**config.mk**
```make
export PLATFORM = sky130hd
export DESIGN_NAME = block_mover
export DESIGN_NICKNAME = d
export VERILOG_FILES = /design/src/rtl/block_mover.sv
export SDC_FILE = /design/constraint.sdc
export NUM_CORES = 1
export LEC_CHECK = 0
export CAP_MARGIN = 20
export CORE_ASPECT_RATIO = 0.9
export CORE_MARGIN = 8
export CORE_UTILIZATION = 53
export DETAILED_ROUTE_END_ITERATION = 10
export PLACE_DENSITY = 0.81
export SLEW_MARGIN = 20
export SYNTH_ARGS = -nofsm -noshare
export SYNTH_HDL_FRONTEND = slang
export SYNTH_SLANG_ARGS = --single-unit
export TNS_END_PERCENT = 30
```
**constraint.sdc**
```tcl
create_clock -name CLK -period 4.8 [get_ports CLK]
set_clock_uncertainty 0.2 [all_clocks]
set_input_delay 0.72 -clock CLK [delete_from_list [all_inputs] [get_ports CLK]]
set_output_delay 0.72 -clock CLK [all_outputs]
set_load 0.02 [all_outputs]
```
**src/rtl/block_mover.sv**
```systemverilog
// block_mover: responder for the Gremlin block-mover command interface.
// Moves 4-word bursts between the DRAM page window and the fabric port.
// A read goes from DRAM to the fabric; a write goes from the fabric to DRAM.
// Progress, completion and error flags are reported back to the requester.
module block_mover #(
  parameter int RD_LAT = 2
) (
  input  logic        CLK,
  input  logic        RST,
  input  logic [1:0]  RST_MVBLCK,
  input  logic        BLCK_ISSUE,
  input  logic [11:0] BLCK_START,
  input  logic [5:0]  BLCK_COUNT_REQ,
  input  logic [1:0]  BLCK_SECTION,
  output logic [5:0]  BLCK_COUNT_SENT,
  output logic        BLCK_WORKING,
  output logic        BLCK_IRQ,
  output logic        BLCK_ABRUPT_STOP,
  output logic        BLCK_FRDRAM_DEVERR,
  output logic [24:0] BLCK_ANCILL,
  output logic [11:0] MEM_ADDR,
  output logic        MEM_RE,
  output logic        MEM_WE,
  output logic [31:0] MEM_WDATA,
  input  logic [31:0] MEM_RDATA,
  input  logic        MEM_ERR,
  input  logic [31:0] FAB_IN_DATA,
  input  logic        FAB_IN_VALID,
  input  logic        FAB_IN_LAST,
  input  logic        FAB_IN_IRQ,
  output logic        FAB_IN_READY,
  output logic [31:0] FAB_OUT_DATA,
  output logic        FAB_OUT_VALID,
  input  logic        FAB_OUT_READY
);
  localparam int DATA_W = 32;

  typedef enum logic [2:0] {S_IDLE, S_RD_RUN, S_RD_DRAIN, S_WR_RUN, S_DONE} state_t;

  state_t              r_state, w_next;
  logic                r_working;
  logic [11:0]         r_start, r_last_addr, r_waddr;
  logic [7:0]          r_target, r_idx, r_done_words;
  logic [1:0]          r_section;
  logic                r_dir;
  logic [5:0]          r_count_sent;
  logic                r_irq, r_abrupt, r_deverr;
  logic [9:0]          r_cycles;
  logic [RD_LAT-1:0]   r_rd_vld;
  logic [2:0]          r_inflight, r_fcnt;
  logic [1:0]          r_wptr, r_rptr;
  logic [DATA_W-1:0]   r_fifo [4];
  logic                r_we;
  logic [DATA_W-1:0]   r_wdata;

  logic w_start_ok, w_run, w_abort, w_arrive, w_push, w_pop;
  logic w_issue, w_beat, w_word_done, w_early_last;

  // Saturating increment for the working-cycle counter.
  function automatic logic [9:0] sat_inc10(input logic [9:0] v);
    return (v == 10'h3FF) ? v : v + 10'd1;
  endfunction

  assign w_start_ok   = BLCK_ISSUE && (r_state == S_IDLE);
  assign w_run        = (r_state == S_RD_RUN) || (r_state == S_RD_DRAIN) || (r_state == S_WR_RUN);
  // 2'b11 is illegal and behaves exactly like 2'b00.
  assign w_abort      = w_run && (RST_MVBLCK[1] == RST_MVBLCK[0]);
  assign w_arrive     = r_rd_vld[RD_LAT-1];
  assign w_push       = w_arrive && !w_abort;
  assign w_pop        = FAB_OUT_VALID && FAB_OUT_READY;
  // A word popped this cycle frees its slot, so issue stays at 1 word/cycle.
  assign w_issue      = (r_state == S_RD_RUN) && !w_abort && !MEM_ERR && (r_idx != r_target) &&
                        ((4'(r_fcnt) + 4'(r_inflight) - 4'(w_pop)) < 4'd4);
  assign w_beat       = (r_state == S_WR_RUN) && FAB_IN_VALID;
  assign w_early_last = w_beat && FAB_IN_LAST && (r_idx + 8'd1 != r_target);
  assign w_word_done  = w_pop || r_we;

  assign BLCK_WORKING       = r_working;
  assign BLCK_COUNT_SENT    = r_count_sent;
  assign BLCK_IRQ           = r_irq;
  assign BLCK_ABRUPT_STOP   = r_abrupt;
  assign BLCK_FRDRAM_DEVERR = r_deverr;
  assign BLCK_ANCILL        = {r_dir, r_section, r_last_addr, r_cycles};
  assign MEM_RE             = w_issue;
  assign MEM_WE             = r_we;
  assign MEM_WDATA          = r_we ? r_wdata : '0;
  assign MEM_ADDR           = r_we ? r_waddr : (w_issue ? r_start + 12'(r_idx) : '0);
  assign FAB_IN_READY       = (r_state == S_WR_RUN);
  assign FAB_OUT_VALID      = (r_fcnt != 3'd0);
  assign FAB_OUT_DATA       = FAB_OUT_VALID ? r_fifo[r_rptr] : '0;

  // Next-state selection: abort beats device error beats normal progress.
  always_comb begin
    w_next = r_state;
    case (r_state)
      S_IDLE: begin
        if (BLCK_ISSUE) begin
          if (BLCK_COUNT_REQ == 6'd0)     w_next = S_DONE;
          else if (RST_MVBLCK == 2'b10)   w_next = S_RD_RUN;
          else if (RST_MVBLCK == 2'b01)   w_next = S_WR_RUN;
          else                            w_next = S_DONE;
        end
      end
      S_RD_RUN: begin
        if (w_abort)                                      w_next = S_DONE;
        else if (MEM_ERR)                                 w_next = S_RD_DRAIN;
        else if (w_issue && (r_idx + 8'd1 == r_target))   w_next = S_RD_DRAIN;
      end
      S_RD_DRAIN: begin
        if (w_abort)                                      w_next = S_DONE;
        else if (r_fcnt == 3'd0 && r_inflight == 3'd0)    w_next = S_DONE;
      end
      S_WR_RUN: begin
        if (w_abort || MEM_ERR)                           w_next = S_DONE;
        else if (w_beat && ((r_idx + 8'd1 == r_target) || FAB_IN_LAST)) w_next = S_DONE;
      end
      S_DONE:  w_next = S_IDLE;
      default: w_next = S_IDLE;
    endcase
  end

  // Control and status registers: state, read pipeline/FIFO bookkeeping, counters, flags.
  always_ff @(posedge CLK) begin
    if (!RST) begin
      r_state      <= S_IDLE;
      r_working    <= 1'b0;
      r_we         <= 1'b0;
      r_rd_vld     <= '0;
      r_inflight   <= '0;
      r_fcnt       <= '0;
      r_wptr       <= '0;
      r_rptr       <= '0;
      r_start      <= '0;
      r_target     <= '0;
      r_section    <= '0;
      r_dir        <= 1'b0;
      r_idx        <= '0;
      r_done_words <= '0;
      r_count_sent <= '0;
      r_irq        <= 1'b0;
      r_abrupt     <= 1'b0;
      r_deverr     <= 1'b0;
      r_last_addr  <= '0;
      r_cycles     <= '0;
    end else begin
      r_state   <= w_next;
      r_working <= (w_next != S_IDLE);
      r_we      <= w_beat;
      if (w_abort) begin
        r_rd_vld   <= '0;
        r_inflight <= '0;
        r_fcnt     <= '0;
        r_wptr     <= '0;
        r_rptr     <= '0;
      end else begin
        r_rd_vld   <= (r_rd_vld << 1) | RD_LAT'(w_issue);
        r_inflight <= r_inflight + 3'(w_issue) - 3'(w_arrive);
        r_fcnt     <= r_fcnt + 3'(w_push) - 3'(w_pop);
        if (w_push) r_wptr <= r_wptr + 2'd1;
        if (w_pop)  r_rptr <= r_rptr + 2'd1;
      end
      if (w_start_ok) begin
        r_start      <= BLCK_START;
        r_target     <= {BLCK_COUNT_REQ, 2'b00};
        r_section    <= BLCK_SECTION;
        r_dir        <= (RST_MVBLCK == 2'b10);
        r_idx        <= '0;
        r_done_words <= '0;
        r_count_sent <= '0;
        r_irq        <= 1'b0;
        r_abrupt     <= 1'b0;
        r_deverr     <= 1'b0;
        r_last_addr  <= BLCK_START;
        r_cycles     <= '0;
      end else begin
        if (w_issue || w_beat) r_idx <= r_idx + 8'd1;
        if (w_word_done) begin
          r_done_words <= r_done_words + 8'd1;
          if (r_done_words[1:0] == 2'b11) r_count_sent <= r_count_sent + 6'd1;
          r_last_addr <= r_we ? r_waddr : r_start + 12'(r_done_words);
        end
        if (w_beat && FAB_IN_IRQ)    r_irq    <= 1'b1;
        if (w_abort || w_early_last) r_abrupt <= 1'b1;
        if (r_working && MEM_ERR)    r_deverr <= 1'b1;
        if (r_working)               r_cycles <= sat_inc10(r_cycles);
      end
    end
  end

  // Datapath registers: read FIFO storage and the one-cycle write stage.
  always_ff @(posedge CLK) begin
    if (w_push) r_fifo[r_wptr] <= MEM_RDATA;
    if (w_beat) begin
      r_wdata <= FAB_IN_DATA;
      r_waddr <= r_start + 12'(r_idx);
    end
  end
endmodule

```
Word level (Yosys, flattened, before mapping)
Memory sizes are Yosys's and may differ from the RTL's. A register that Yosys moved wholly into a read port is not among the register bits. Index checks and enable logic that the tools add are counted.

Word-level logic and storage cells: 111. Bits in writable memories: 128. Output and inout port bits: 115. Input bits: 94. Memories kept: 1. Flip-flop bits (word level): 129.

Equal/unequal tests: 11. Bitwise gates (word level): 3. Reduce and logical (&&, ||, !) cells: 36. Add/sub/neg operators: 14. Magnitude comparators: 1. Mux-type cells: 23.

Memories: r_fifo (depth 4, width 32, read ports 1, clocked after memory_dff 1, wr ports 1, line 52) `logic [DATA_W-1:0] r_fifo [4];`.

Operators by type and width (number): 32-bit two-way mux (2); 12-bit two-way mux (5); 3-bit two-way mux (11); 12-bit by 8-bit adder with 12-bit output (2); 8-bit by 1-bit adder with 8-bit output, second input constant (2); 1-bit logical AND (16); 8-bit != test (2); 3-bit one-hot mux with 4 select lines (1); 10-bit by 1-bit adder with 10-bit output, second input constant (1); 10-bit equality test, second input constant (1); 3-bit logical NOT (3); 8-bit equality test (1); 1-bit logical OR (7); 3-bit by 1-bit adder with 3-bit output (2); 6-bit by 1-bit adder with 6-bit output, second input constant (1); 3-bit by 2-bit equality test with 1-bit output, second input constant (2); 6-bit logical NOT (1); 3-bit nonzero test (2); 3-bit by 1-bit subtractor with 3-bit output (2); 2-bit by 1-bit adder with 2-bit output, second input constant (2); 3-bit by 3-bit adder with 4-bit output (1); 2-bit equality test, second input constant (2); 4-bit by 3-bit less-than comparator with 1-bit output, second input constant (1); 2-bit two-way mux (2); other kinds (11) (16).

Depth between registers and ports, before layout
Gate-level depths: netlist of run 1.

Depth in word-level cells: 15. Gate-level depth with buffers: 16. Mapped depth without buffers: 15.

Worst setup path after synthesis of run 1
OpenSTA, ideal clock, no wires.

Kind: input port to output port. Start point: input FAB_OUT_READY. End point: output MEM_ADDR[0]. Buffers on the path: 2. Arrival time: 3.336 ns. Stages on the path: 12. Data required time: 3.880 ns. Path slack: 0.544 ns. Cell sequence: o31ai_4 -> clkbuf_1 -> or2_2 -> ha_1 -> nand4b_1 -> o311ai_1 -> or4_1 -> a31o_2 -> buf_2 -> inv_1 -> nand2_1 -> o21ai_0.

Cells in the longest elaborated chain, start to end: 6.

RTL lines: start, declared (line 34) `input logic FAB_OUT_READY`; 1-bit logical AND (line 70) `assign w_pop = FAB_OUT_VALID && FAB_OUT_READY;`; 4-bit by 1-bit subtractor with 4-bit output (line 73) `((4'(r_fcnt) + 4'(r_inflight) - 4'(w_pop)) < 4'd4);`; 4-bit by 3-bit less-than comparator with 1-bit output (line 73); 1-bit logical AND (line 72) `assign w_issue = (r_state == S_RD_RUN) && !w_abort && !MEM_ERR && (r_idx != r_target) &&`; net MEM_RE (line 22) `output logic MEM_RE,`; 12-bit two-way mux (2 in series) (line 87) `assign MEM_ADDR = r_we ? r_waddr : (w_issue ? r_start + 12'(r_idx) : '0);`; end, declared (line 21) `output logic [11:0] MEM_ADDR,`.

The timed path passes the listed nets, and every way through them passes these cells.

Worst setup path in the final report of run 1
Start point: input FAB_OUT_READY. End point: output MEM_RE.

Cells in the longest elaborated chain, start to end: 4.

RTL lines (line): 1-bit logical AND (70); 4-bit by 1-bit subtractor with 4-bit output (73); 4-bit by 3-bit less-than comparator with 1-bit output (73); 1-bit logical AND (72); end, declared (22).

Every way passes these cells.

==> impl_results.md, run 1 <==
* Most frequent cells in the layout: clkdlybuf4s50_1 (196), edfxtp_1 (172), nand2_1 (87), dfxtp_1 (85), and2_1 (69)
* Most common cell after layout, fill and taps aside: clkdlybuf4s50_1
* DP HPWL at roughly 18,000 um
* Clock sinks at 259
* HP Class: reg2reg
* End of the worst hold path: r_rd_vld[1]
* Buffers plus inverters on the worst setup path at 4
* Hold_sp: r_rd_vld[0]
* R2R depth at 16
* Register area share after synthesis at between 60% and 70%
* Ys async rst share at 0%
* Clock Path Buffers at 3
* Final WS setup at about 0.16 ns
* Slowest cell on the critical path: clkdlybuf4s50_1
* Crit path launch type: input pin
* Die area at ~26,000 um2
* First-pass GRT wire length at around 42,000 um
* MaxCap Viol Count at 0
* Worst hold stages at 1
* DIE WIDTH at ~170 um
* Synth top area cells: edfxtp_1 (45%), dfxtp_1 (15%), mux4_2 (6.3%)
* Total grt overflow at 0
* First-pass DRT Iterations at 5
* Core Footprint at ~21,000 um2
* CTS tree: yes
* Via count at ~7,700
* #FFs+latches synth at roughly 260
* CP Max Fanout at 4
* Cell Area, Synth at approximately 11,000 um2
* Synth Net Count at approximately 1,000
* Gate Count Post-Synth at approximately 900
* Max incr delay on CP at slightly above 0.6 ns
* Worst-Margin Slew at between 1 and 1.5 ns
* Final hold violations at 0
* Tot Pwr at approximately 6.2 mW
* Synth cell types at 60
* Routed len/inst at roughly 19 um
* Worst reg2reg setup slack at about 1.2 ns
* Endpoints failing setup at 0
* Leak at 5.30 nW
* CP Data Required Time at 3.88 ns
* Post-synth top area share at 45.3%
* Area growth, synth to finish at 29.8%
* Share of cells above drive strength 1 at around a tenth
* Worst path arrival time at roughly 3.7 ns
* Most frequent CP cell: clkdlybuf4s50_1
* Yosys top cell by area: edfxtp_1
* Vias in the first global route at just under 8,000
* # DRC at 0
* Status: finished clean
* Yosys warns at 0
* RePlAce Congestion at ~0.82
* VDD IR max at ~0.28 mV
* Fillers at 1,504
* Net count, final at between 1,000 and 1,500
* Initial antenna violation count at 1
* Clk slew on worst S/H paths at around 0.06 ns
* Dpl ws at -0.0978 ns
* Die Ht at 155 um
* Worst setup path class: in2out
* Clock Latency Late Sink at about 0.52 ns
* Largest net degree at the start of global routing at 55
* Multi-input logic area at 4210 um2
* ANT nets after route at 0
* Routed WL at 26,700 um
* CP Cell Sequence: clkdlybuf4s50_1, o31ai_4, or2_2, ha_1, nand4b_1, o311ai_1, or4_1, a31o_2, inv_1, buf_4, clkdlybuf4s50_1
* FF/Latch Area at approximately 7000 um2
* Worst setup EP type: primary output
* IO Count at around 210
* Worst r2r src: r_fcnt[1]
* Total CTS buffers at 27
* CP delay by family, top: buffers and inverters
* DR iter-0 viols at about 500
* Period utilisation layout at between 90% and 100%
* Synth Area per Inst at about 13 um2
* RR Endpoint: r_inflight[2]
* Slew Viols, Final at 0
* Starting density of the core at between 50% and 60%
* Number of port buffers at between 200 and 250
* Number of setup buffers added after CTS at 0
* DR vias/cell at roughly 5.4
* F_max at approximately 0.22 GHz
* Prevailing post-synth register cell: edfxtp_1
* H-tree levels at 1
* Final Critical Period at roughly 4.6 ns
* Number of synthesized flops with an enable pin at ~170
* Root buf cell: clkbuf_16
* Num rows at 51
* RSZ-0062 raised after global routing: false
* Rel. slew slack at between 20% and 30%
* GR Util All Layers at between 10% and 20%
* PD cells at around 420 nW/um2
==> layer usage <==
layer	vias to the layer above	share of wire, %	routed length (um)	track usage (%)
li1	3675	-	-	-
met1	3678	42	11100	24.5
met2	258	48	12900	33.5
met3	59	7.3	1960	4.66
met4	0	2.7	719	5.88
met5	-	0	0	0
==> worst register-to-register path: cells and delay by family (launching register included) <==
| family | cells | cell delay, ns |
|---|---|---|
| compound gates | 2 | 0.39 |
| xor+xnor | 2 | 0.33 |
| fa+ha+maj | 4 | 1.09 |
| buf+inv | 5 | 0.43 |
| flops | 1 | 0.49 |
| simple gates | 3 | 0.58 |
==> cells in the mapped netlist (4+ instances only) <==
| cell | n |
|---|---|
| dfxtp_1 | 87 |
| mux4_2 | 32 |
| o21ai_0 | 29 |
| xnor2_1 | 33 |
| and3_1 | 12 |
| inv_1 | 28 |
| mux2i_1 | 6 |
| a22o_1 | 7 |
| a31oi_1 | 7 |
| ha_1 | 34 |
| nand2_1 | 87 |
| xor2_1 | 23 |
| nor3_1 | 9 |
| nand3_1 | 15 |
| and2_1 | 69 |
| edfxtp_1 | 172 |
| a21boi_0 | 24 |
| fa_1 | 4 |
| buf_1 | 7 |
| nand4_1 | 6 |
| a21oi_1 | 29 |
| nor2_1 | 53 |
| nand2b_1 | 10 |
| or3_1 | 9 |
| a211oi_1 | 6 |
| clkbuf_1 | 33 |
| o21a_1 | 8 |
| a21o_1 | 5 |
| nor2b_1 | 4 |
==> worst max path at each step <==
stage / start / endpoint / cells after the start
after floorplan: FAB_OUT_READY / MEM_ADDR[0] / 12
after detailed placement: FAB_OUT_READY / MEM_ADDR[10] / 12
after global routing: FAB_OUT_READY / MEM_ADDR[10] / 12
final: FAB_OUT_READY / MEM_RE / 11
after global placement: FAB_OUT_READY / MEM_ADDR[5] / 12
after CTS: FAB_OUT_READY / MEM_ADDR[6] / 12
==> cells by family (layout without fill, tap and decap cells) <==
| group | after synthesis | after routing | synth area share, % |
|---|---|---|---|
| and+or+nand+nor | 292 | 292 | 12.9 |
| DFF | 259 | 259 | 60.6 |
| AOI/OAI and AO/OA | 139 | 139 | 8.36 |
| buffers and inverters | 74 | 307 | 2.53 |
| xor gates and xnor gates | 56 | 56 | 4.30 |
| adders and majority gates | 38 | 38 | 4.44 |
| muxes | 38 | 38 | 6.85 |
| other | 0 | 1 | 0 |
==> report_power, final <==
group,switching [mW],internal (mW)
registers,0.0943,2.44
logic,0.703,0.708
clock network,0.863,1.37
==> state kept, by name, summed over array words and instances, names as in the netlist, 2 cells and up, named ones only <==
register / count
BLCK_COUNT_SENT: 6
r_cycles: 10
r_done_words: 8
r_fcnt: 3
r_fifo: 128
r_idx: 8
r_inflight: 3
r_last_addr: 12
r_rd_vld: 2
r_rptr: 2
r_section: 2
r_start: 12
r_state: 3
r_target: 6
r_waddr: 12
r_wdata: 32
r_wptr: 2
==> area by class of cell <==
class	count	area share, %
timing repair buffer	229	15.1
clock inverter	17	1.57
antenna	1	0.0169
clock buffer	33	4.99
multi-input combinational	563	28.4
inverter	28	0.711
tap	291	2.46
sequential	259	46.7
==> repair_timing <==
| item | 4_1_cts | 5_1_grt |
|---|---|---|
| gates resized for setup | 10 | 2 |
| cloned | 0 | 0 |
| hold buffers | 0 | 0 |
| setup endpoints to repair | 10 | 2 |
==> stage by stage <==
stage | TNS [ns] | utilization, % | hold WS [ns] | cells | area (um2)
2_1_floorplan | 0 | - | 0.237 | 896 | 11400
3_5_place_dp | -0.528 | 64.7 | 0.250 | 1370 | 13800
3_3_place_gp | -0.0877 | 64.7 | 0.240 | 1370 | 13800
4_1_cts | 0 | 69.2 | 0.264 | 1420 | 14800
5_1_grt | 0 | 69.2 | 0.289 | 1421 | 14800
6_report | 0 | 69.2 | 0.262 | 1421 | 14800
No activity file was read; power rests on OpenSTA's default activity.
==> run 2: changes to the inputs <==
Settings changed: CORE_MARGIN 8 to 1.5.
==> run 2 against run 1 <==
Net effect: sequential power about the same; hold slack better by 0.0023 ns; clock-buffer cell count grew 5; cell count shrank 0.49%; critical path depth grew 1; non-clock buffer count decreased by 2; critical path type unchanged; largest cell class unchanged; largest power group unchanged; highest routed layer unchanged.
==> impl_results.md, run 2 (synthesized netlist as in run 1, its figures left out) <==
* Final hold violations at 0 (unchanged)
* Num rows at 50 (was 51)
* Starting density of the core at 54.4% (was 53.3%)
* Status: finished clean (unchanged)
* CP Max Fanout at 6 (was 4)
* DIE WIDTH at 158 um (was 171 um)
* Die area at 22,400 um2 (was 26,500 um2)
* Clock Path Buffers at 3 (unchanged)
* Core Footprint at 21,000 um2 (was 21,400 um2)
* VDD IR max at 0.284 mV (was 0.277 mV)
* Max incr delay on CP at 0.54 ns (was 0.61 ns)
* Worst setup path class: in2out (unchanged)
* Via count at 7,677 (was 7,670)
* Number of setup buffers added after CTS at 0 (unchanged)
* First-pass DRT Iterations at 5 (unchanged)
* H-tree levels at 1 (unchanged)
* PD cells at 416 nW/um2 (was 418 nW/um2)
* Net count, final at 1,238 (was 1,240)
* Worst-Margin Slew at 0.984 ns (was 1.08 ns)
* ANT nets after route at 0 (unchanged)
* Hold slack at 0.264 ns (was 0.262 ns)
* Fillers at 1,461 (was 1,504)
* Vias in the first global route at 7,661 (was 7,728)
* Most frequent cells in the layout: clkdlybuf4s50_1 (195), edfxtp_1 (172), nand2_1 (87), dfxtp_1 (85), and2_1 (69) (was clkdlybuf4s50_1 (196), edfxtp_1 (172), nand2_1 (87), dfxtp_1 (85), and2_1 (69))
* Endpoints failing setup at 0 (unchanged)
* DR vias/cell at 5.43 (was 5.40)
* Total CTS buffers at 27 (unchanged)
* Slowest cell on the critical path: clkdlybuf4s50_1 (unchanged)
* Clk slew on worst S/H paths at 0.06 ns (about the same)
* CTS tree: yes (unchanged)
* IO Count at 209 (unchanged)
* Largest register by flop count: r_fifo (unchanged)
* Largest net degree at the start of global routing at 72 (was 55)
* Number of port buffers at 208 (unchanged)
* F_max at 0.217 GHz (was 0.215 GHz)
* Area growth, synth to finish at 29.5% (was 29.8%)
* MaxCap Viol Count at 0 (unchanged)
* Share of cells above drive strength 1 at 9.32% (was 9.83%)
* Worst setup EP type: primary output (unchanged)
* # DRC at 0 (unchanged)
* Multi-input logic area at 4210 um2 (unchanged)
* Routed len/inst at 17.7 um (was 18.8 um)
* FF/Latch Area at 6910 um2 (about the same)
* Total grt overflow at 0 (unchanged)
* Period utilisation layout at 96.1% (was 96.7%)
* Most common cell after layout, fill and taps aside: clkdlybuf4s50_1 (unchanged)
* Clock Latency Late Sink at 0.53 ns (was 0.52 ns)
* Final Critical Period at 4.61 ns (was 4.64 ns)
* RePlAce Congestion at 0.848 (was 0.820)
* DR iter-0 viols at 482 (was 494)
* Setup TNS at 0 ns (unchanged)
* Die Ht at 142 um (was 155 um)
* Root buf cell: clkbuf_16 (unchanged)
* Leak at 5.31 nW (was 5.30 nW)
* HP Class: reg2reg (unchanged)
* Routed WL at 25,000 um (was 26,700 um)
* Crit path launch type: input pin (unchanged)
* Slew Viols, Final at 0 (unchanged)
* Buffers plus inverters on the worst setup path at 3 (was 4)
* Rel. slew slack at 34.4% (was 27.8%)
* Max reg flops at 128 (unchanged)
* First-pass GRT wire length at 39,700 um (was 41,500 um)
* RSZ-0062 raised after global routing: false (unchanged)
* Initial antenna violation count at 1 (unchanged)
* GR Util All Layers at 22.8% (was 19.7%)
* Clock sinks at 259 (unchanged)
* Worst path arrival time at 3.69 ns (was 3.72 ns)
* CP Data Required Time at 3.88 ns (about the same)
* DP HPWL at 16,700 um (was 18,400 um)
* CP Cell Sequence: clkdlybuf4s50_1, o31ai_4, or2_2, ha_1, nand4b_1, o311ai_1, or4_1, a31o_2, nor2_1, buf_4, a22o_1, dlygate4sd2_1 (was clkdlybuf4s50_1, o31ai_4, or2_2, ha_1, nand4b_1, o311ai_1, or4_1, a31o_2, inv_1, buf_4, clkdlybuf4s50_1)
* Largest regs: r_fifo (128), r_wdata (32) (unchanged)
* CP delay by family, top: buffers and inverters (unchanged)
-- run 2: cell count changes in the layout (fill, tap and decap cells not counted), sizes merged, moves of 2 or more --
cell	previous run	this run
buf	21	19
inv	32	28
dlygate4sd2	10	8
clkbuf	33	38
dlymetal6s2s	2	4
-- run 2: worst paths after layout --
check / slack [ns] / from / cells past startpoint / end
max: 0.19 / FAB_OUT_READY / 12 / MEM_ADDR[7]
min: 0.26 / r_rd_vld[0] / 1 / r_rd_vld[1]
max reg2reg: 1.13 / r_fcnt[1] / 17 / r_inflight[2]
min reg2reg: 0.26 / r_rd_vld[0] / 1 / r_rd_vld[1]
-- run 2: per-stage QoR --
stage,cells,util [%],cell area [um2],total power [mW],setup slack [ns]
final,1414,70.4,14800,6.13,0.188
after floorplan,896,-,11400,3.41,0.544
after global placement,1363,65.9,13800,3.97,-0.0486
after global routing,1414,70.4,14800,6.40,0.00194
after CTS,1413,70.3,14700,6.19,0.0462
after detailed placement,1363,65.9,13800,3.99,-0.0832
-- run 2: timing repair --
action                                  CTS  global route
gates resized for setup                   9             5
hold buffers                              0             0
endpoints found under the setup margin    9             5
-- run 2: report_power, final --
group | switching (mW) | total, mW | internal, mW | leakage [nW]
clock network | 0.835 | 2.20 | 1.37 | 0.469
logic | 0.681 | 1.39 | 0.705 | 2.58
registers | 0.102 | 2.54 | 2.44 | 2.26
total | 1.62 | 6.13 | 4.51 | 5.31
-- run 2: area by class of cell --
type / count / share of cell area, %
multi-input combinational: 563 / 28.5
inverter: 28 / 0.721
sequential: 259 / 46.8
clock inverter: 12 / 1.30
timing repair buffer: 227 / 15.1
tap: 286 / 2.42
antenna: 1 / 0.0170
clock buffer: 38 / 5.14
-- run 2: routing by layer --
layer	vias to the layer above	global-route usage (%)	wire, um
li1	3676	-	-
met1	3708	30.2	10600
met2	253	39.2	12300
met3	40	3.32	1450
met4	0	6.90	658
met5	-	0	0
